File: src/rtl/decoder_result_arbiter_if.sv
// Bus bundle between the ITCH decoders (master) and the result arbiter (slave).
// It carries the per-source result pulses, the output stream and the drop reporting.
interface decoder_result_arbiter_if #(
    parameter int NUM_SRC   = 6,
    parameter int PAYLOAD_W = 192,
    parameter int SRC_ID_W  = 3
);
    logic [NUM_SRC-1:0]           src_valid;
    logic [NUM_SRC*PAYLOAD_W-1:0] src_payload;
    logic                         out_valid;
    logic                         out_ready;
    logic [SRC_ID_W-1:0]          out_src_id;
    logic [PAYLOAD_W-1:0]         out_payload;
    logic [NUM_SRC-1:0]           overflow;
    logic [15:0]                  drop_cnt;

    modport master (
        output src_valid, src_payload, out_ready,
        input  out_valid, out_src_id, out_payload, overflow, drop_cnt
    );

    modport slave (
        input  src_valid, src_payload, out_ready,
        output out_valid, out_src_id, out_payload, overflow, drop_cnt
    );
endinterface

File: src/rtl/decoder_result_arbiter.sv
// Serializes one-cycle decoder result pulses through per-source 2-deep queues onto one
// registered valid/ready stream. Define ARB_FIXED_PRIORITY_EN for lowest-index-wins arbitration.
module decoder_result_arbiter #(
    parameter int NUM_SRC   = 6,
    parameter int PAYLOAD_W = 192,
    parameter int SRC_ID_W  = 3
) (
    input logic                     clk,
    input logic                     rst,
    decoder_result_arbiter_if.slave arb_if
);
    typedef enum logic [1:0] {
        Q_EMPTY = 2'd0,
        Q_ONE   = 2'd1,
        Q_FULL  = 2'd2
    } qstate_e;

    logic [NUM_SRC-1:0]   nonempty;
    logic [NUM_SRC-1:0]   pop;
    logic [NUM_SRC-1:0]   drop;
    logic [PAYLOAD_W-1:0] head_data [NUM_SRC];

    logic                 load;
    logic                 grant_found;
    logic [SRC_ID_W-1:0]  grant_idx;
    logic [PAYLOAD_W-1:0] grant_data;

    logic                 out_valid_q;
    logic [SRC_ID_W-1:0]  out_src_id_q;
    logic [PAYLOAD_W-1:0] out_payload_q;
    logic [NUM_SRC-1:0]   overflow_q;
    logic [15:0]          drop_cnt_q, drop_cnt_d;

    assign load = !out_valid_q || arb_if.out_ready;

    genvar gi;
    generate
        for (gi = 0; gi < NUM_SRC; gi++) begin : g_queue
            logic [PAYLOAD_W-1:0] mem_q [2];
            logic                 wr_ptr_q, rd_ptr_q;
            qstate_e              state_q, state_d;
            logic                 push;

            // A FULL queue still accepts the push when its head leaves in the same cycle.
            assign push          = arb_if.src_valid[gi] && (state_q != Q_FULL || pop[gi]);
            assign drop[gi]      = arb_if.src_valid[gi] && (state_q == Q_FULL) && !pop[gi];
            assign nonempty[gi]  = (state_q != Q_EMPTY);
            assign pop[gi]       = load && grant_found && (grant_idx == SRC_ID_W'(gi));
            assign head_data[gi] = mem_q[rd_ptr_q];

            always_comb begin
                state_d = state_q;
                case ({push, pop[gi]})
                    2'b10:   state_d = (state_q == Q_EMPTY) ? Q_ONE : Q_FULL;
                    2'b01:   state_d = (state_q == Q_FULL) ? Q_ONE : Q_EMPTY;
                    default: state_d = state_q;
                endcase
            end

            always_ff @(posedge clk) begin
                if (rst) begin
                    state_q  <= Q_EMPTY;
                    wr_ptr_q <= 1'b0;
                    rd_ptr_q <= 1'b0;
                end else begin
                    state_q <= state_d;
                    if (push)    wr_ptr_q <= ~wr_ptr_q;
                    if (pop[gi]) rd_ptr_q <= ~rd_ptr_q;
                end
            end

            always_ff @(posedge clk) begin
                if (push) mem_q[wr_ptr_q] <= arb_if.src_payload[gi*PAYLOAD_W +: PAYLOAD_W];
            end
        end
    endgenerate

`ifdef ARB_FIXED_PRIORITY_EN
    // Descending scan so the lowest non-empty index is the last (winning) assignment.
    always_comb begin
        grant_found = 1'b0;
        grant_idx   = '0;
        for (int k = NUM_SRC - 1; k >= 0; k--) begin
            if (nonempty[k]) begin
                grant_found = 1'b1;
                grant_idx   = SRC_ID_W'(k);
            end
        end
    end
`else
    logic [SRC_ID_W-1:0] rr_ptr_q, rr_ptr_d;
    logic [SRC_ID_W:0]   cand;

    // Candidate offset k from rr_ptr; descending scan leaves the nearest one as winner.
    always_comb begin
        grant_found = 1'b0;
        grant_idx   = '0;
        cand        = '0;
        for (int k = NUM_SRC - 1; k >= 0; k--) begin
            cand = {1'b0, rr_ptr_q} + (SRC_ID_W + 1)'(k);
            if (cand >= (SRC_ID_W + 1)'(NUM_SRC)) cand = cand - (SRC_ID_W + 1)'(NUM_SRC);
            if (nonempty[cand[SRC_ID_W-1:0]]) begin
                grant_found = 1'b1;
                grant_idx   = cand[SRC_ID_W-1:0];
            end
        end
    end

    always_comb begin
        rr_ptr_d = rr_ptr_q;
        if (load && grant_found)
            rr_ptr_d = (grant_idx == SRC_ID_W'(NUM_SRC - 1)) ? '0 : grant_idx + SRC_ID_W'(1);
    end

    always_ff @(posedge clk) begin
        if (rst) rr_ptr_q <= '0;
        else     rr_ptr_q <= rr_ptr_d;
    end
`endif

    assign grant_data = head_data[grant_idx];

    always_comb begin
        drop_cnt_d = drop_cnt_q;
        for (int i = 0; i < NUM_SRC; i++) begin
            if (drop[i] && drop_cnt_d != 16'hFFFF) drop_cnt_d = drop_cnt_d + 16'd1;
        end
    end

    always_ff @(posedge clk) begin
        if (rst) begin
            out_valid_q   <= 1'b0;
            out_src_id_q  <= '0;
            out_payload_q <= '0;
            overflow_q    <= '0;
            drop_cnt_q    <= '0;
        end else begin
            overflow_q <= drop;
            drop_cnt_q <= drop_cnt_d;
            if (load) begin
                out_valid_q <= grant_found;
                if (grant_found) begin
                    out_src_id_q  <= grant_idx;
                    out_payload_q <= grant_data;
                end
            end
        end
    end

    assign arb_if.out_valid   = out_valid_q;
    assign arb_if.out_src_id  = out_src_id_q;
    assign arb_if.out_payload = out_payload_q;
    assign arb_if.overflow    = overflow_q;
    assign arb_if.drop_cnt    = drop_cnt_q;
endmodule

File: src/flat_wrapper.sv
// flat-port wrapper written by rule: the top's interface ports become plain ports
module decoder_result_arbiter_flat 
#(
    parameter int NUM_SRC   = 6,
    parameter int PAYLOAD_W = 192,
    parameter int SRC_ID_W  = 3
)
  (clk, rst, arb_if_src_valid, arb_if_src_payload, arb_if_out_ready, arb_if_out_valid, arb_if_out_src_id, arb_if_out_payload, arb_if_overflow, arb_if_drop_cnt);
  decoder_result_arbiter_if #(.NUM_SRC(NUM_SRC), .PAYLOAD_W(PAYLOAD_W), .SRC_ID_W(SRC_ID_W)) arb_if_i ();
  input logic clk;
  input logic rst;
  input wire logic [$bits(arb_if_i.src_valid)-1:0] arb_if_src_valid;
  input wire logic [$bits(arb_if_i.src_payload)-1:0] arb_if_src_payload;
  input wire logic [$bits(arb_if_i.out_ready)-1:0] arb_if_out_ready;
  output wire logic [$bits(arb_if_i.out_valid)-1:0] arb_if_out_valid;
  output wire logic [$bits(arb_if_i.out_src_id)-1:0] arb_if_out_src_id;
  output wire logic [$bits(arb_if_i.out_payload)-1:0] arb_if_out_payload;
  output wire logic [$bits(arb_if_i.overflow)-1:0] arb_if_overflow;
  output wire logic [$bits(arb_if_i.drop_cnt)-1:0] arb_if_drop_cnt;
  assign arb_if_i.src_valid = arb_if_src_valid;
  assign arb_if_i.src_payload = arb_if_src_payload;
  assign arb_if_i.out_ready = arb_if_out_ready;
  assign arb_if_out_valid = arb_if_i.out_valid;
  assign arb_if_out_src_id = arb_if_i.out_src_id;
  assign arb_if_out_payload = arb_if_i.out_payload;
  assign arb_if_overflow = arb_if_i.overflow;
  assign arb_if_drop_cnt = arb_if_i.drop_cnt;
  decoder_result_arbiter #(.NUM_SRC(NUM_SRC), .PAYLOAD_W(PAYLOAD_W), .SRC_ID_W(SRC_ID_W)) u_core (.clk(clk), .rst(rst), .arb_if(arb_if_i));
endmodule
File: config.mk
export PLATFORM = sky130hd
export DESIGN_NAME = decoder_result_arbiter_flat
export DESIGN_NICKNAME = d
export VERILOG_FILES = /design/src/rtl/decoder_result_arbiter_if.sv /design/src/rtl/decoder_result_arbiter.sv /design/src/flat_wrapper.sv
export SDC_FILE = /design/constraint.sdc
export NUM_CORES = 2
export LEC_CHECK = 0
export ABC_AREA = 1
export BUFFER_PORTS_ARGS = -buffer_cell sky130_fd_sc_hd__buf_4
export CAP_MARGIN = 25
export CORE_AREA = 2 2 539 541
export CTS_CLUSTER_DIAMETER = 100
export DETAILED_ROUTE_END_ITERATION = 7
export DIE_AREA = 0 0 541 543
export PLACE_DENSITY = 0.53
export SYNTH_ARGS = -nofsm -noshare
export SYNTH_HDL_FRONTEND = slang
export SYNTH_SLANG_ARGS = --single-unit
File: constraint.sdc
create_clock -name clk -period 13.2 [get_ports clk]
set_input_delay 1.98 -clock clk [delete_from_list [all_inputs] [get_ports clk]]
set_output_delay 1.98 -clock clk [all_outputs]
set_load 0.02 [all_outputs]
# Word level (Yosys, flattened, before mapping)
# Memory sizes are Yosys's and may differ from the RTL's. A register that Yosys moved wholly into a read port is not among the register bits.
# Index checks and enable logic that the tools add are counted.
[word_totals]
regBits = 245
mem_bits_rw = 2304
input_bits = 1161
out_inout_bits = 218
elab_cells = 256
mem_count = 6
[op_classes]
n_addsub = 18
order_cmp = 13
n_eq_ne = 35
muxes = 82
n_bitwise = 13
reduce_logical = 65
[mem_list]
columns = ["memory", "depth", "width", "read_ports", "rd_clocked_by_memory_dff", "wr", "line", "text"]
rows = [
  ["u_core.g_queue[0].mem_q", 2, 192, 1, 1, 1, "decoder_result_arbiter.sv:39", "logic [PAYLOAD_W-1:0] mem_q [2];"],
  ["u_core.g_queue[1].mem_q", 2, 192, 1, 1, 1, "decoder_result_arbiter.sv:39", ""],
  ["u_core.g_queue[2].mem_q", 2, 192, 1, 1, 1, "decoder_result_arbiter.sv:39", ""],
  ["u_core.g_queue[3].mem_q", 2, 192, 1, 1, 1, "decoder_result_arbiter.sv:39", ""],
  ["u_core.g_queue[4].mem_q", 2, 192, 1, 1, 1, "decoder_result_arbiter.sv:39", ""],
  ["u_core.g_queue[5].mem_q", 2, 192, 1, 1, 1, "decoder_result_arbiter.sv:39", ""],
]
[ops]
columns = ["operator", "count"]
rows = [
  ["192-bit binary-select mux with 3-bit select", 1],
  ["192-bit 2-to-1 mux", 2],
  ["16-bit by 1-bit adder with 16-bit output, second input constant", 6],
  ["16-bit 2-to-1 mux", 6],
  ["16-bit != test, second input constant", 6],
  ["1-bit 2-to-1 mux", 42],
  ["3-bit 2-to-1 mux", 13],
  ["1-bit logical AND", 31],
  ["2-bit equality test, second input constant", 12],
  ["3-bit by 4-bit less-than comparator with 1-bit output, second input constant", 6],
  ["2-bit case mux with 2 select lines", 6],
  ["2-bit nonzero test", 12],
  ["4-bit by 3-bit >= comparator with 1-bit output, second input constant", 5],
  ["1-bit binary-select mux with 3-bit select", 6],
  ["3-bit subtractor, second input constant", 6],
  ["2-bit by 1-bit equality test with 1-bit output, second input constant", 6],
  ["2-bit logical NOT", 6],
  ["2-bit 2-to-1 mux", 6],
  ["2-bit != test, second input constant", 6],
  ["1-bit NOT", 12],
  ["3-bit by 2-bit adder with 4-bit output, second input constant", 2],
  ["3-bit by 3-bit adder with 4-bit output, second input constant", 2],
  ["1-bit logical NOT", 7],
  ["1-bit logical OR", 7],
  ["other kinds (10)", 12],
]

# Logic depth before layout (Yosys ltp)
[logic_depth]
ltp_word = 32
depth_mapped = 68
ltp_nobuf = 64

# Worst setup path after synthesis
# Ideal clock, no wire load.
[synth_timing]
path_type = "in2reg"
from = "input arb_if_out_ready"
to = "memory u_core.g_queue[5].mem_q[1][0], enable pin"
setup_time_ps = 748
arrival_time_ps = 11143
t_required_ps = 12452
setup_slack_ps = 1309
stages = 11
path_buffers = 1
cell_sequence = "inv_1 > nand2_1 > o21ai_2 > nor2_1 > inv_1 > nor2_1 > clkinv_1 > clkbuf_1 > nand2_1 > nand2_1 > nor2_1"
[synth_via]
elab_chain_cells = 7
[synth_lines]
columns = ["element", "line", "text"]
rows = [
  ["start, declared", "flat_wrapper.sv:14", "input wire logic [$bits(arb_if_i.out_ready)-1:0] arb_if_out_ready;"],
  ["1-bit logical OR", "decoder_result_arbiter.sv:34", "assign load = !out_valid_q || arb_if.out_ready;"],
  ["1-bit logical AND (2 in series)", "decoder_result_arbiter.sv:48", "assign pop[gi] = load && grant_found && (grant_idx == SRC_ID_W'(gi));"],
  ["via u_core.pop[5]", "decoder_result_arbiter.sv:19", "logic [NUM_SRC-1:0] pop;"],
  ["1-bit logical OR", "decoder_result_arbiter.sv:45", "assign push = arb_if.src_valid[gi] && (state_q != Q_FULL || pop[gi]);"],
  ["1-bit logical AND", "decoder_result_arbiter.sv:45", ""],
  ["1-bit 2-to-1 mux", "decoder_result_arbiter.sv:73", "if (push) mem_q[wr_ptr_q] <= arb_if.src_payload[gi*PAYLOAD_W +: PAYLOAD_W];"],
  ["1-bit 2-to-1 mux (implied by the code)", "decoder_result_arbiter.sv:73", ""],
  ["end, declared", "decoder_result_arbiter.sv:39", ""],
]
# The timed path passes the listed nets, and every way through them passes these cells.

# Worst setup path after layout
[layout_timing]
from = "register u_core.rr_ptr_q[0]"
to = "register u_core.drop_cnt_q[2] (netlist: u_core.arb_if.drop_cnt[2])"
[layout_via]
elab_chain_cells = 32
elab_cells_between_ends = 94
classes_between = "add/sub: 16; order compare: 6; eq/ne: 10; mux: 36; reduce/logical: 26"
[layout_lines]
columns = ["element", "line", "text"]
rows = [
  ["start, declared", "decoder_result_arbiter.sv:91", "logic [SRC_ID_W-1:0] rr_ptr_q, rr_ptr_d;"],
  ["start signal, assigned", "decoder_result_arbiter.sv:117", "else rr_ptr_q <= rr_ptr_d;"],
  ["parallel branches: the longest is 31 deep, another holds 3-bit by 3-bit adder with 4-bit output", "-", ""],
  ["16-bit 2-to-1 mux (*)", "decoder_result_arbiter.sv:126", "if (drop[i] && drop_cnt_d != 16'hFFFF) drop_cnt_d = drop_cnt_d + 16'd1;"],
  ["end signal, assigned", "decoder_result_arbiter.sv:139", "drop_cnt_q <= drop_cnt_d;"],
  ["end, declared", "decoder_result_arbiter.sv:32", "logic [15:0] drop_cnt_q, drop_cnt_d;"],
]
# Every way passes the cells marked *. The select of a mux whose other input is x is not followed.
# A chain may end at the register's enable or synchronous reset.

==> results.py <==
metrics = {
    "routing": {
        "wl_microns": 424800,
        "drcViolationCount": 3,
        "num_vias": 69580,
        "ant_nets": 0,
        "post_drt_wl_per_cell_microns": 33.03,
        "drtIter0Drc": 6772,
        "via_per_inst": 5.411,
        "drtPass1Iterations": 8,
    },
    "worst_setup_path": {
        "worstSetupPathType": "reg -> reg",
        "reg2reg_depth": 56,
        "critical_path.top_delay_family": "simple AND/OR/NAND/NOR gates",
        "crit_fanout": 24,
        "cp.depth": 56,
        "rr_endpoint": "u_core.arb_if.drop_cnt[2]",
        "worstSetupStartpointType": "flip-flop",
        "path_buf_inv": 3,
        "critPathCaptureType": "flip-flop",
        "r2r_slack_ns": 2.86,
        "critPathSlowestCell": "dfxtp_1",
        "cp.required_ns": 13.97,
        "cpPeakStageDelay_ns": 0.65,
        "cp_common_cell": "nand2_1",
        "worstPathArrival_ns": 11.11,
        "timing.rr.start": "u_core.rr_ptr_q[0]",
    },
    "synthesis": {
        "synthArstFlopShare_pct": 0,
        "synth_edf_count": 2304,
        "yosys_warnings": 0,
        "syn-instance-count": 7336,
        "ys.flop_type": "edfxtp_1",
        "netlist_area_sq_mm": 0.1021,
        "syn-num-nets": 8516,
        "synthDistinctLibCells": 57,
        "avgSynthCellArea_sq_um": 13.92,
        "synth-seq-cells": 2555,
        "yosysSeqAreaShare_pct": 72.68,
    },
    "placed_design": {
        "port_buffers": 1378,
        "place.gp.congestion": 0.8559,
        "pre_cts_ws_ns": 2.817,
        "dp_hpwl_microns": 289600,
    },
    "run_status": {
        "violations": "design-rule violations",
        "status": "complete, but fails checks",
    },
    "floorplanning": {
        "design.die.area_sq_mm": 0.2938,
        "initial_core_util_pct": 35.53,
        "die-height_microns": 543,
        "fp.dieW_microns": 541,
        "core_sq_mm": 0.2874,
        "num_rows": 197,
        "ios": 1379,
    },
    "final_layout": {
        "layout.nets": 9893,
        "area_growth_pct": 24.17,
        "nFillCells": 26210,
        "drive_gt1_share_pct": 29.53,
        "multi_input_area_sq_mm": 0.02478,
        "regArea_sq_mm": 0.07423,
        "mostFrequentLayoutCell": "edfxtp_1",
        "final_cell_mix": "edfxtp_1 (2,304), buf_4 (1,478), nand2_1 (1,022)",
    },
    "sta": {
        "finalCritPeriodShare_pct": 78.32,
        "period_needed_ns": 10.34,
        "slew_violations": 0,
        "rsz0062_at_grt": "false",
        "fin_skew_ns": 0.05998,
        "timing.setup.tns_ns": 0,
        "max_freq_ghz": 0.09673,
        "hold_viol": 0,
        "worst_pin_slew_ns": 1.342,
        "setup_slack_ns": 2.862,
        "finalSetupViolations": 0,
        "max-slew-margin-rel_pct": 10.57,
    },
    "pwr": {
        "internal_power_mw": 19.23,
        "vdd_drop_max_uv": 651.4,
        "p_per_area_mw_per_mm2": 266.5,
        "clockPowerShare_pct": 24.3,
        "p_seq_share_pct": 32.5,
        "p_switching_mw": 14.56,
        "leakage_nw": 45.66,
        "swShare_pct": 43.08,
        "comb_power_share_pct": 43.2,
    },
    "global_routing": {
        "grt_first_pass_wirelength_microns": 568500,
        "grt_pass1_vias": 68440,
        "grt-ovfl-total": 0,
        "grt_usage_pct": 27.91,
        "grt_antenna_before_repair": 233,
        "grt_max_degree": 115,
    },
    "clock_tree": {
        "clk_pin_slew_ns": 0.05,
        "root_buffer": "clkbuf_16",
        "post_cts_buffers": 0,
        "cts_sinks": 2555,
        "clock_latency_ns": 0.90,
        "numCtsBuffers": 291,
        "cts_max_path_buffers": 4,
        "holdBufCountCts": 0,
        "cts_resized": 0,
        "ctsHtreeMaxLevel": 5,
        "tritoncts": "done",
    },
    "hold_path": {
        "holdCritStartpoint": "u_core.g_queue[2].rd_ptr_q",
        "worst_hold_path_type": "reg -> reg",
        "holdPathStages": 2,
    },
    "flow_run": {
        "maxCapViolations": 0,
    },
}
cells in the mapped netlist, types with 2 or more instances:
cell          n  area, sq um
o311ai_0     81        709.4
clkbuf_1    356         1336
nand3b_1     12        90.09
o21ai_0     123        615.6
nor2_1      566         2125
or2_2       137        857.1
buf_6        10        112.6
nand4_2       6        75.07
nand2_1    1023         3840
ha_1         19        237.7
nand2_4      13        146.4
nor3_1      116        580.6
buf_1        22        82.58
a31oi_1     156        975.9
nor2_4       11        123.9
nor4_1        4        25.02
nand2_2      66        412.9
nand3_2       9        90.09
inv_1       380         1426
a32oi_1      51        446.7
nor2_8        2        40.04
nand4_1      32        200.2
mux2i_1     204         2042
a21oi_1     133        665.6
a21oi_2       5        43.79
dfxtp_1     251         5025
a22oi_1     183         1374
edfxtp_1   2304        69190
xnor2_1       6        52.55
buf_4        10        75.07
clkinv_1      5        18.77
mux2_2      379         4268
nand3_1     114        570.6
o221ai_1    102        893.4
o211ai_1    288         2162
xor2_1       27        236.5
nand3_4       2        35.03
inv_2        25        93.84
buf_2        10        50.05
nor2_2       16        100.1
o21ai_1       8        40.04
o2111ai_1    47        411.6
a211oi_1      8        60.06
registers in the layout, summed over array words and instances (netlist names), named ones only:
signal	count
u_core.g_queue.mem_q	2304
u_core.arb_if.out_payload	192
u_core.arb_if.drop_cnt	16
u_core.g_queue.state_q	12
u_core.arb_if.overflow	6
u_core.g_queue.rd_ptr_q	6
u_core.g_queue.wr_ptr_q	6
u_core.arb_if.out_src_id	3
u_core.rr_ptr_q	3
u_core.arb_if.out_valid	1
layer usage:
metal	up-vias	global-route usage, %	part of all wire (%)
met5	-	0	0.21
li1	30170	-	-
met2	3221	44.89	47
met4	140	14.12	4.9
met1	35230	33.69	38
met3	809	8.758	9.6
area by class of cell:
type | count | share of cell area, %
Clock inverter | 139 | 1.230
Antenna cell | 124 | 0.2448
Tap cell | 3781 | 3.732
Timing Repair Buffer | 1497 | 9.063
Sequential cell | 2555 | 58.56
Multi-Input combinational cell | 3957 | 19.54
Clock buffer | 395 | 6.379
Inverter | 411 | 1.252
through the flow:
step                      instances  power [mW]  util, %  instance area (sq um)  hold WS, ns
after floorplan                7336       19.34        -                 102100       0.4476
after global placement        12200       25.72    40.60                 116700       0.4595
after detailed placement      12200       25.86    40.65                 116800       0.4613
after CTS                     12740       34.07    44.00                 126500       0.4704
after global routing          12820       35.23    44.08                 126700       0.5021
final                         12860       33.79    44.11                 126800       0.4765
tightest hold or removal path: stages, from the launching register on:
cell     delay, ns
dfxtp_1       0.29
inv_1         0.07
a21oi_1       0.07
worst max path at each step:
stage | slack (ns) | from | end
floorplan | 1.31 | arb_if_out_ready | u_core.g_queue[5].mem_q[1][0]
global placement | 2.89 | arb_if_out_ready | u_core.arb_if.drop_cnt[13]
detailed placement | 2.82 | arb_if_out_ready | u_core.arb_if.drop_cnt[2]
CTS | 2.78 | u_core.rr_ptr_q[0] | u_core.arb_if.drop_cnt[2]
global route | 1.65 | u_core.rr_ptr_q[0] | u_core.arb_if.drop_cnt[2]
finish | 2.86 | u_core.rr_ptr_q[0] | u_core.arb_if.drop_cnt[2]
logic make-up after synthesis:
group | count (synthesis) | share of synthesized area (%)
AOI/OAI and AO/OA | 1190 | 8.272
xor gates and xnor gates | 34 | 0.2990
adders and majority gates | 19 | 0.2328
buffers and inverters | 824 | 3.195
DFF | 2555 | 72.68
muxes | 583 | 6.180
and+or+nand+nor | 2131 | 9.137
power by group through the flow:
stage	clock [mW]	sequential (mW)	combinational [mW]
3_3_place_gp	0	11.1	14.6
2_1_floorplan	0	11.6	7.76
3_5_place_dp	0	11.2	14.7
6_report	8.20	11.0	14.6
4_1_cts	8.32	11.0	14.8
5_1_grt	8.62	11.1	15.5
Note: power is estimated with default switching activity, not from simulation.
